File: src/rtl/gray_pkg.sv
// Shared types and helpers for the Gray-counter link (transmitter checkers and gray_rx).
package gray_pkg;

    localparam int unsigned CBITS_DEF = 16;
    localparam int unsigned GRAY_MAXW = 64;

    typedef enum logic [1:0] {
        IDLE   = 2'd0,
        ACQ    = 2'd1,
        LOCKED = 2'd2
    } gray_rx_state_t;

    // Zero-extended codes decode correctly: leading zeros stay zero through the XOR chain.
    function automatic logic [GRAY_MAXW-1:0] gray2bin(input logic [GRAY_MAXW-1:0] g);
        logic [GRAY_MAXW-1:0] b;
        b = '0;
        for (int i = 0; i < int'(GRAY_MAXW); i++) begin
            b[i] = ^(g >> i);
        end
        return b;
    endfunction

endpackage

File: src/rtl/gray_to_bin.sv
// Combinational Gray-to-binary decoder: b[i] is the XOR of g[CBITS-1:i].
module gray_to_bin #(
    parameter int unsigned CBITS = 16
) (
    input  logic [CBITS-1:0] gray,
    output logic [CBITS-1:0] bin
);

    always_comb begin
        bin = '0;
        for (int i = 0; i < int'(CBITS); i++) begin
            bin[i] = ^(gray >> i);
        end
    end

endmodule

File: src/rtl/gray_rx.sv
// Gray-link receiver: decode, one-up-step check, IDLE/ACQ/LOCKED tracking.
// Optional saturating step-error counter built when GRAY_RX_ERRCNT_EN is defined.
module gray_rx
    import gray_pkg::*;
#(
    parameter int unsigned CBITS      = CBITS_DEF,
    parameter int unsigned LOCK_STEPS = 4,
    parameter int unsigned ERRW       = 8
) (
    input  logic             clk,
    input  logic             rst_n,
    input  logic [CBITS-1:0] gray_in,
    input  logic             gray_vld,
    output logic [CBITS-1:0] bin_out,
    output logic             bin_vld,
    output logic             step_err,
    output logic             wrap,
    output logic             locked,
    output logic [ERRW-1:0]  err_cnt
);

    localparam int unsigned GW = $clog2(LOCK_STEPS + 1);

    gray_rx_state_t   state;
    gray_rx_state_t   state_nxt;
    logic [CBITS-1:0] dec;
    logic [CBITS-1:0] prev;
    logic [CBITS-1:0] prev_inc;
    logic [GW-1:0]    good_cnt;
    logic [GW-1:0]    good_cnt_nxt;
    logic             good_c;
    logic             step_err_c;
    logic             wrap_c;

    gray_to_bin #(.CBITS(CBITS)) u_dec (
        .gray (gray_in),
        .bin  (dec)
    );

    // Up-step is modulo 2^CBITS, so all-ones -> 0 counts as good.
    assign prev_inc = prev + CBITS'(1);
    assign good_c   = (dec == prev_inc);
    assign bin_out  = prev;

    always_ff @(posedge clk or negedge rst_n) begin
        if (!rst_n) begin
            state <= IDLE;
        end else begin
            state <= state_nxt;
        end
    end

    always_comb begin
        state_nxt = state;
        if (gray_vld) begin
            case (state)
                IDLE:    state_nxt = ACQ;
                ACQ:     if (good_c && (good_cnt == GW'(LOCK_STEPS - 1))) state_nxt = LOCKED;
                LOCKED:  if (!good_c) state_nxt = ACQ;
                default: state_nxt = IDLE;
            endcase
        end
    end

    // The first sample after IDLE has no reference, so it is never flagged.
    always_comb begin
        step_err_c   = 1'b0;
        wrap_c       = 1'b0;
        good_cnt_nxt = good_cnt;
        if (gray_vld) begin
            case (state)
                IDLE: good_cnt_nxt = '0;
                ACQ: begin
                    if (good_c) begin
                        good_cnt_nxt = good_cnt + GW'(1);
                        wrap_c       = &prev;
                    end else begin
                        step_err_c   = 1'b1;
                        good_cnt_nxt = '0;
                    end
                end
                LOCKED: begin
                    if (good_c) begin
                        wrap_c       = &prev;
                    end else begin
                        step_err_c   = 1'b1;
                        good_cnt_nxt = '0;
                    end
                end
                default: good_cnt_nxt = '0;
            endcase
        end
    end

    always_ff @(posedge clk or negedge rst_n) begin
        if (!rst_n) begin
            prev     <= '0;
            good_cnt <= '0;
            bin_vld  <= 1'b0;
            step_err <= 1'b0;
            wrap     <= 1'b0;
            locked   <= 1'b0;
        end else begin
            if (gray_vld) begin
                prev <= dec;
            end
            good_cnt <= good_cnt_nxt;
            bin_vld  <= gray_vld;
            step_err <= step_err_c;
            wrap     <= wrap_c;
            locked   <= (state == LOCKED);
        end
    end

`ifdef GRAY_RX_ERRCNT_EN
    always_ff @(posedge clk or negedge rst_n) begin
        if (!rst_n) begin
            err_cnt <= '0;
        end else if (step_err_c && (err_cnt != '1)) begin
            err_cnt <= err_cnt + ERRW'(1);
        end
    end
`else
    assign err_cnt = '0;
`endif

endmodule
File: config.mk
export PLATFORM = sky130hd
export DESIGN_NAME = gray_rx
export DESIGN_NICKNAME = d
export VERILOG_FILES = /design/src/rtl/gray_pkg.sv /design/src/rtl/gray_to_bin.sv /design/src/rtl/gray_rx.sv
export SDC_FILE = /design/constraint.sdc
export NUM_CORES = 1
export LEC_CHECK = 0
export BUFFER_PORTS_ARGS = -buffer_cell sky130_fd_sc_hd__buf_2
export CAP_MARGIN = 40
export CELL_PAD_IN_SITES_DETAIL_PLACEMENT = 1
export CELL_PAD_IN_SITES_GLOBAL_PLACEMENT = 1
export CORE_UTILIZATION = 41
export DETAILED_ROUTE_END_ITERATION = 16
export PLACE_DENSITY_LB_ADDON = 0.1
export REMOVE_ABC_BUFFERS = 1
export SLEW_MARGIN = 20
export SYNTH_ARGS = -nofsm -noshare
export SYNTH_HDL_FRONTEND = slang
export SYNTH_SLANG_ARGS = --single-unit
File: constraint.sdc
create_clock -name clk -period 3.5 [get_ports clk]
set_input_delay 0.175 -clock clk [delete_from_list [all_inputs] [get_ports clk]]
set_output_delay 0.175 -clock clk [all_outputs]
set_load 0.01 [all_outputs]
# == Word level (Yosys, flattened, before mapping) ==
# Cells that the tools add are included.
# totals
regBits,25
latch_bits,0
mem_bits_rw,0
rom_bits,0
in_bits,19
out_inout_bits,28
word_cells,49
mem_count,0
# classes
addsub,2
n_mul,0
div,0
order_cmp,0
eq_ne,6
shifts,0
mux,12
bitwise,0
reduce_logical,22
# ops
cell,n
$reduce_xor A16 Y1,16
$add A16 B1 Y16 const B,1
$eq A16 B16 Y1,1
$reduce_and A16 Y1,1
$mux W1,6
$mux W3,2
$pmux W2 S3,1
$pmux W3 S2,1
$mux W2,2
$ne A2 B2 Y1 const B,2
$add A3 B1 Y3 const B,1
$eq A3 B2 Y1 const B,1
$reduce_and A3 Y1,1
$eq A2 B1 Y1 const B,1
$eq A2 B2 Y1 const B,1
$logic_not A2 Y1,1
$reduce_and A2 Y1,1
$reduce_or A2 Y1,1
$logic_and A1 B1 Y1,1

# == Longest topological paths before layout ==
# depth
word_depth,5
mapped_depth,10
mapped_depth_nobuf,10

# == Modules after synthesis ==
# A second synthesis with hierarchy kept.
# unflattened
cells_unflattened,206
area_unflattened_um2,2089.5
# modules_own_cells
module,n_inst,cells_each,area_each_um2,seq_area_each_um2
gray_rx,1,177,1809.2,625.6
gray_to_bin,1,29,280.3,0.0

# == Worst setup path after synthesis ==
# Ideal clock, no wire load.
# synth_timing
path_type,register to register
start,"register prev[8], in the netlist bin_out[8]"
end,register state[1]
setup_time_ns,0.082
arrival_ns,3.060
required_time_ns,3.418
path_slack_ns,0.358
path_stages_with_launch,11
n_path_buf,1
synth_period_minus_slack_ns,3.142
cell_sequence,dfrtp_1 -> clkbuf_2 -> nand4_2 -> or4_4 -> or3_1 -> a2111oi_2 -> nand4_1 -> nor4_4 -> nand3_2 -> o31a_1 -> o22ai_2
# synth_via
elab_chain_cells,5
word_cells_on_any_way,6
cone_classes,add/sub: 1; eq/ne: 3; reduce/logical: 2
# synth_rtl
item,line,rtl
from (decl),gray_rx.sv:27,logic [CBITS-1:0] prev;
from (signal assigned),gray_rx.sv:97,prev <= '0;
from (signal assigned),gray_rx.sv:105,prev <= dec;
$add A16 B1 Y16 *,gray_rx.sv:41,assign prev_inc = prev + CBITS'(1);
$eq A16 B16 Y1 *,gray_rx.sv:42,assign good_c = (dec == prev_inc);
$logic_and A1 B1 Y1,gray_rx.sv:58,ACQ: if (good_c && (good_cnt == GW'(LOCK_STEPS - 1))) state_nxt = LOCKED;
$ne A2 B2 Y1 (no line),-,
$reduce_and A3 Y1 (no line) *,-,
to (signal assigned),gray_rx.sv:49,state <= state_nxt;
to (decl),gray_rx.sv:24,gray_rx_state_t state;
# Mark *: on every way between the ends. The rest lies on a longest branch, timed or not.
# A chain may end at the register's enable or synchronous reset.

# == Worst setup path after layout ==
# layout_timing
start,"register prev[9], in the netlist bin_out[9]"
end,register state[1]
# The elaborated chain is that of the path after synthesis.

==> flow_summary.json <==
{
  "grt_start_max_net_pins": 30,
  "holdCritStartpoint": "gray_in[15]",
  "remaining_drc_errors": 0,
  "critPathLaunch": "bin_out[9]",
  "powerDensity_nw_per_um2": 706.2,
  "vias": 1752,
  "io_buffers": 38,
  "wl_per_cell_um": 16.50,
  "fin_crit_sh": 0.9279,
  "start_util": 0.4408,
  "layout_commonest_cell": "buf_2",
  "syn-cell-area_um2": 2151,
  "finalHoldViolCount": 0,
  "die-width_um": 74.43,
  "synthFlopType": "dfrtp_1",
  "r2r-start": "bin_out[9]",
  "cp-end-kind": "flip-flop",
  "cpPeakStageDelay_ps": 590,
  "hpwl_mm": 4.334,
  "diodes": 0,
  "tritoncts": "done",
  "worstPathArrival_ps": 3450,
  "fmax_mhz": 307.9,
  "cpMaxStageDelayCell": "or4_4",
  "drive_above_1_share": 0.2647,
  "syn_to_final_growth_pct": 15.82,
  "yosys_warnings": 0,
  "antenna_found_initial": 0,
  "slew_headroom": 0.5249,
  "n_fill_cell": 604,
  "tns_ps": 0,
  "clk_latency_ps": 270,
  "ctsHtreeMaxLevel": 1,
  "status": "finished clean",
  "most-common-layout-cells": "buf_2, xnor2_1, dfrtp_1, nor2_1, a21oi_1",
  "ys_ff_latch": 25,
  "synth_area_per_cell_um2": 9.433,
  "cp_top_family": "simple AND/OR/NAND/NOR gates",
  "drt_pass1_iterations": 4,
  "drt_wl_total_mm": 5.593,
  "critPathKind": "reg2reg",
  "grt_util_all_layers": 0.2230,
  "path_buf_inv": 0,
  "max_cap_violations": 0,
  "min_path_type": "in2reg",
  "cts_sinks": 25,
  "cp_cell_sequence": "nand4_2, or4_4, or3_1, a2111oi_2, nand4_1, nor4_4, nand3_2, o31a_1, o22ai_2",
  "die_y_um": 74.43,
  "core-area_um2": 4880,
  "rows": 25,
  "rsz0062_at_grt": "false",
  "yosysSeqAreaShare": 0.2909,
  "gp_congestion": 0.8189,
  "clockBufferDepth": 2,
  "leakagePower_uw": 0.001073,
  "synthArstFlopShare": 1.000,
  "start_kind": "flip-flop",
  "min_period_ps": 3248,
  "regArea_um2": 626.9,
  "multi_input_comb_area_um2": 1430,
  "nNetsFinal": 299,
  "ant_nets": 0,
  "dieArea_um2": 5540,
  "required_ps": 3700,
  "slew_violations": 0,
  "initialDrtViolationCount": 84,
  "ios": 47,
  "grt_pass1_vias": 1816,
  "p_total_uw": 1759,
  "synth_edf_count": 0,
  "synth.distinct_cells": 56,
  "gr-total-overflow": 0,
  "grt_pass1_wl_mm": 9.170,
  "max_slew.worst_pin.slew_ps": 709.1,
  "ir_drop_mv": 0.3772,
  "clkTransAtPathRegs_ps": 90,
  "cts-root-buf": "clkbuf_8",
  "synth_cells": 228,
  "fin_skew_ps": 2.744,
  "cp_max_fo": 5,
  "detail_route.vias_per_cell": 5.168,
  "cts_buffers": 3,
  "setup_violations": 0
}
routing by layer:
layer,vias up,GRT usage,share of wire
met5,-,0,0
met1,834,0.3105,0.50
met2,32,0.3684,0.46
met4,0,0.04403,0.0066
li1,882,-,-
met3,4,0.03252,0.028
synthesized netlist by cell type, types with 3 or more instances:
master	instances	area, µm²
a21oi_1	12	60.06
and2_1	3	18.77
buf_4	9	67.56
clkbuf_1	5	18.77
dfrtp_1	25	625.6
ha_1	7	87.58
inv_1	10	37.54
mux2_2	6	67.56
nand2_1	11	41.29
nand3_1	10	50.05
nand4_1	4	25.02
nor2_1	18	67.56
nor3_1	5	25.02
nor4_1	4	25.02
o21ai_0	9	45.04
or3_1	3	18.77
xnor2_1	30	262.8
xnor3_1	4	90.09
xor2_1	11	96.34
per-stage QoR:
step	hold slack (ps)	setup WS, ps	area (µm²)	utilization	instances
CTS	223.7	115.2	2482	0.5087	339
floorplan	-120.6	403.8	2086	-	220
finish	226.9	252.3	2491	0.5105	339
global placement	232.5	209.7	2427	0.4974	334
global route	226.9	71.75	2491	0.5105	339
detailed placement	242.2	106.6	2427	0.4974	334
area by class of cell:
type	count	area share
multi-input combinational	185	0.5741
sequential	25	0.2516
timing repair buffer	48	0.1075
tap	67	0.03365
clock buffer	4	0.01808
inverter	10	0.01507
flip-flops by register name (all words and copies together), names as in the netlist:
| register | flops |
|---|---|
| bin_out | 16 |
| bin_vld | 1 |
| good_cnt | 3 |
| locked | 1 |
| state | 2 |
| step_err | 1 |
| wrap | 1 |
cell families (layout without fill, tap and decap cells):
kind of cell | after synthesis | in the layout | synth area share
and+or+nand+nor | 72 | 72 | 0.1879
xor gates and xnor gates | 48 | 48 | 0.2350
AOI/OAI and AO/OA | 43 | 43 | 0.1478
DFF | 25 | 25 | 0.2909
buffers and inverters | 25 | 62 | 0.05992
adders and majority gates | 7 | 7 | 0.04072
muxes | 7 | 7 | 0.03607
other | 1 | 8 | 0.001744
path summary, 6_finish.rpt:
check | to | slack, ps | cells after the start
worst max-delay path | state[1] | 250 | 9
worst min-delay path | bin_out[15] | 230 | 2
worst max register to register | state[1] | 250 | 9
worst min register to register | good_cnt[0] | 510 | 1
max in group asynchronous | bin_out[0] | 2620 | 2
min in group asynchronous | bin_out[4] | 450 | 2
worst register-to-register path: cells and delay by family (launching register included):
family	cells	cell delay, ps
flip-flops	1	450
AO/OA/AOI/OAI	3	850
AND/OR/NAND/NOR	6	1860
report_power, final:
part,leakage (µW),switching [µW],internal (µW)
sequential,0.000304,113,368
clock,0.0000228,96.5,81.6
combinational,0.000746,616,485
total,0.00107,825,934
repair_timing:
| item | CTS | global route |
|---|---|---|
| hold buffers | 1 | 0 |
| gates resized for setup | 0 | 2 |
| hold endpoints to repair | 25 | 0 |
| buffers inserted | 0 | 0 |
| endpoints found under the setup margin | 0 | 3 |
Note: power is estimated with default switching activity, not from simulation.
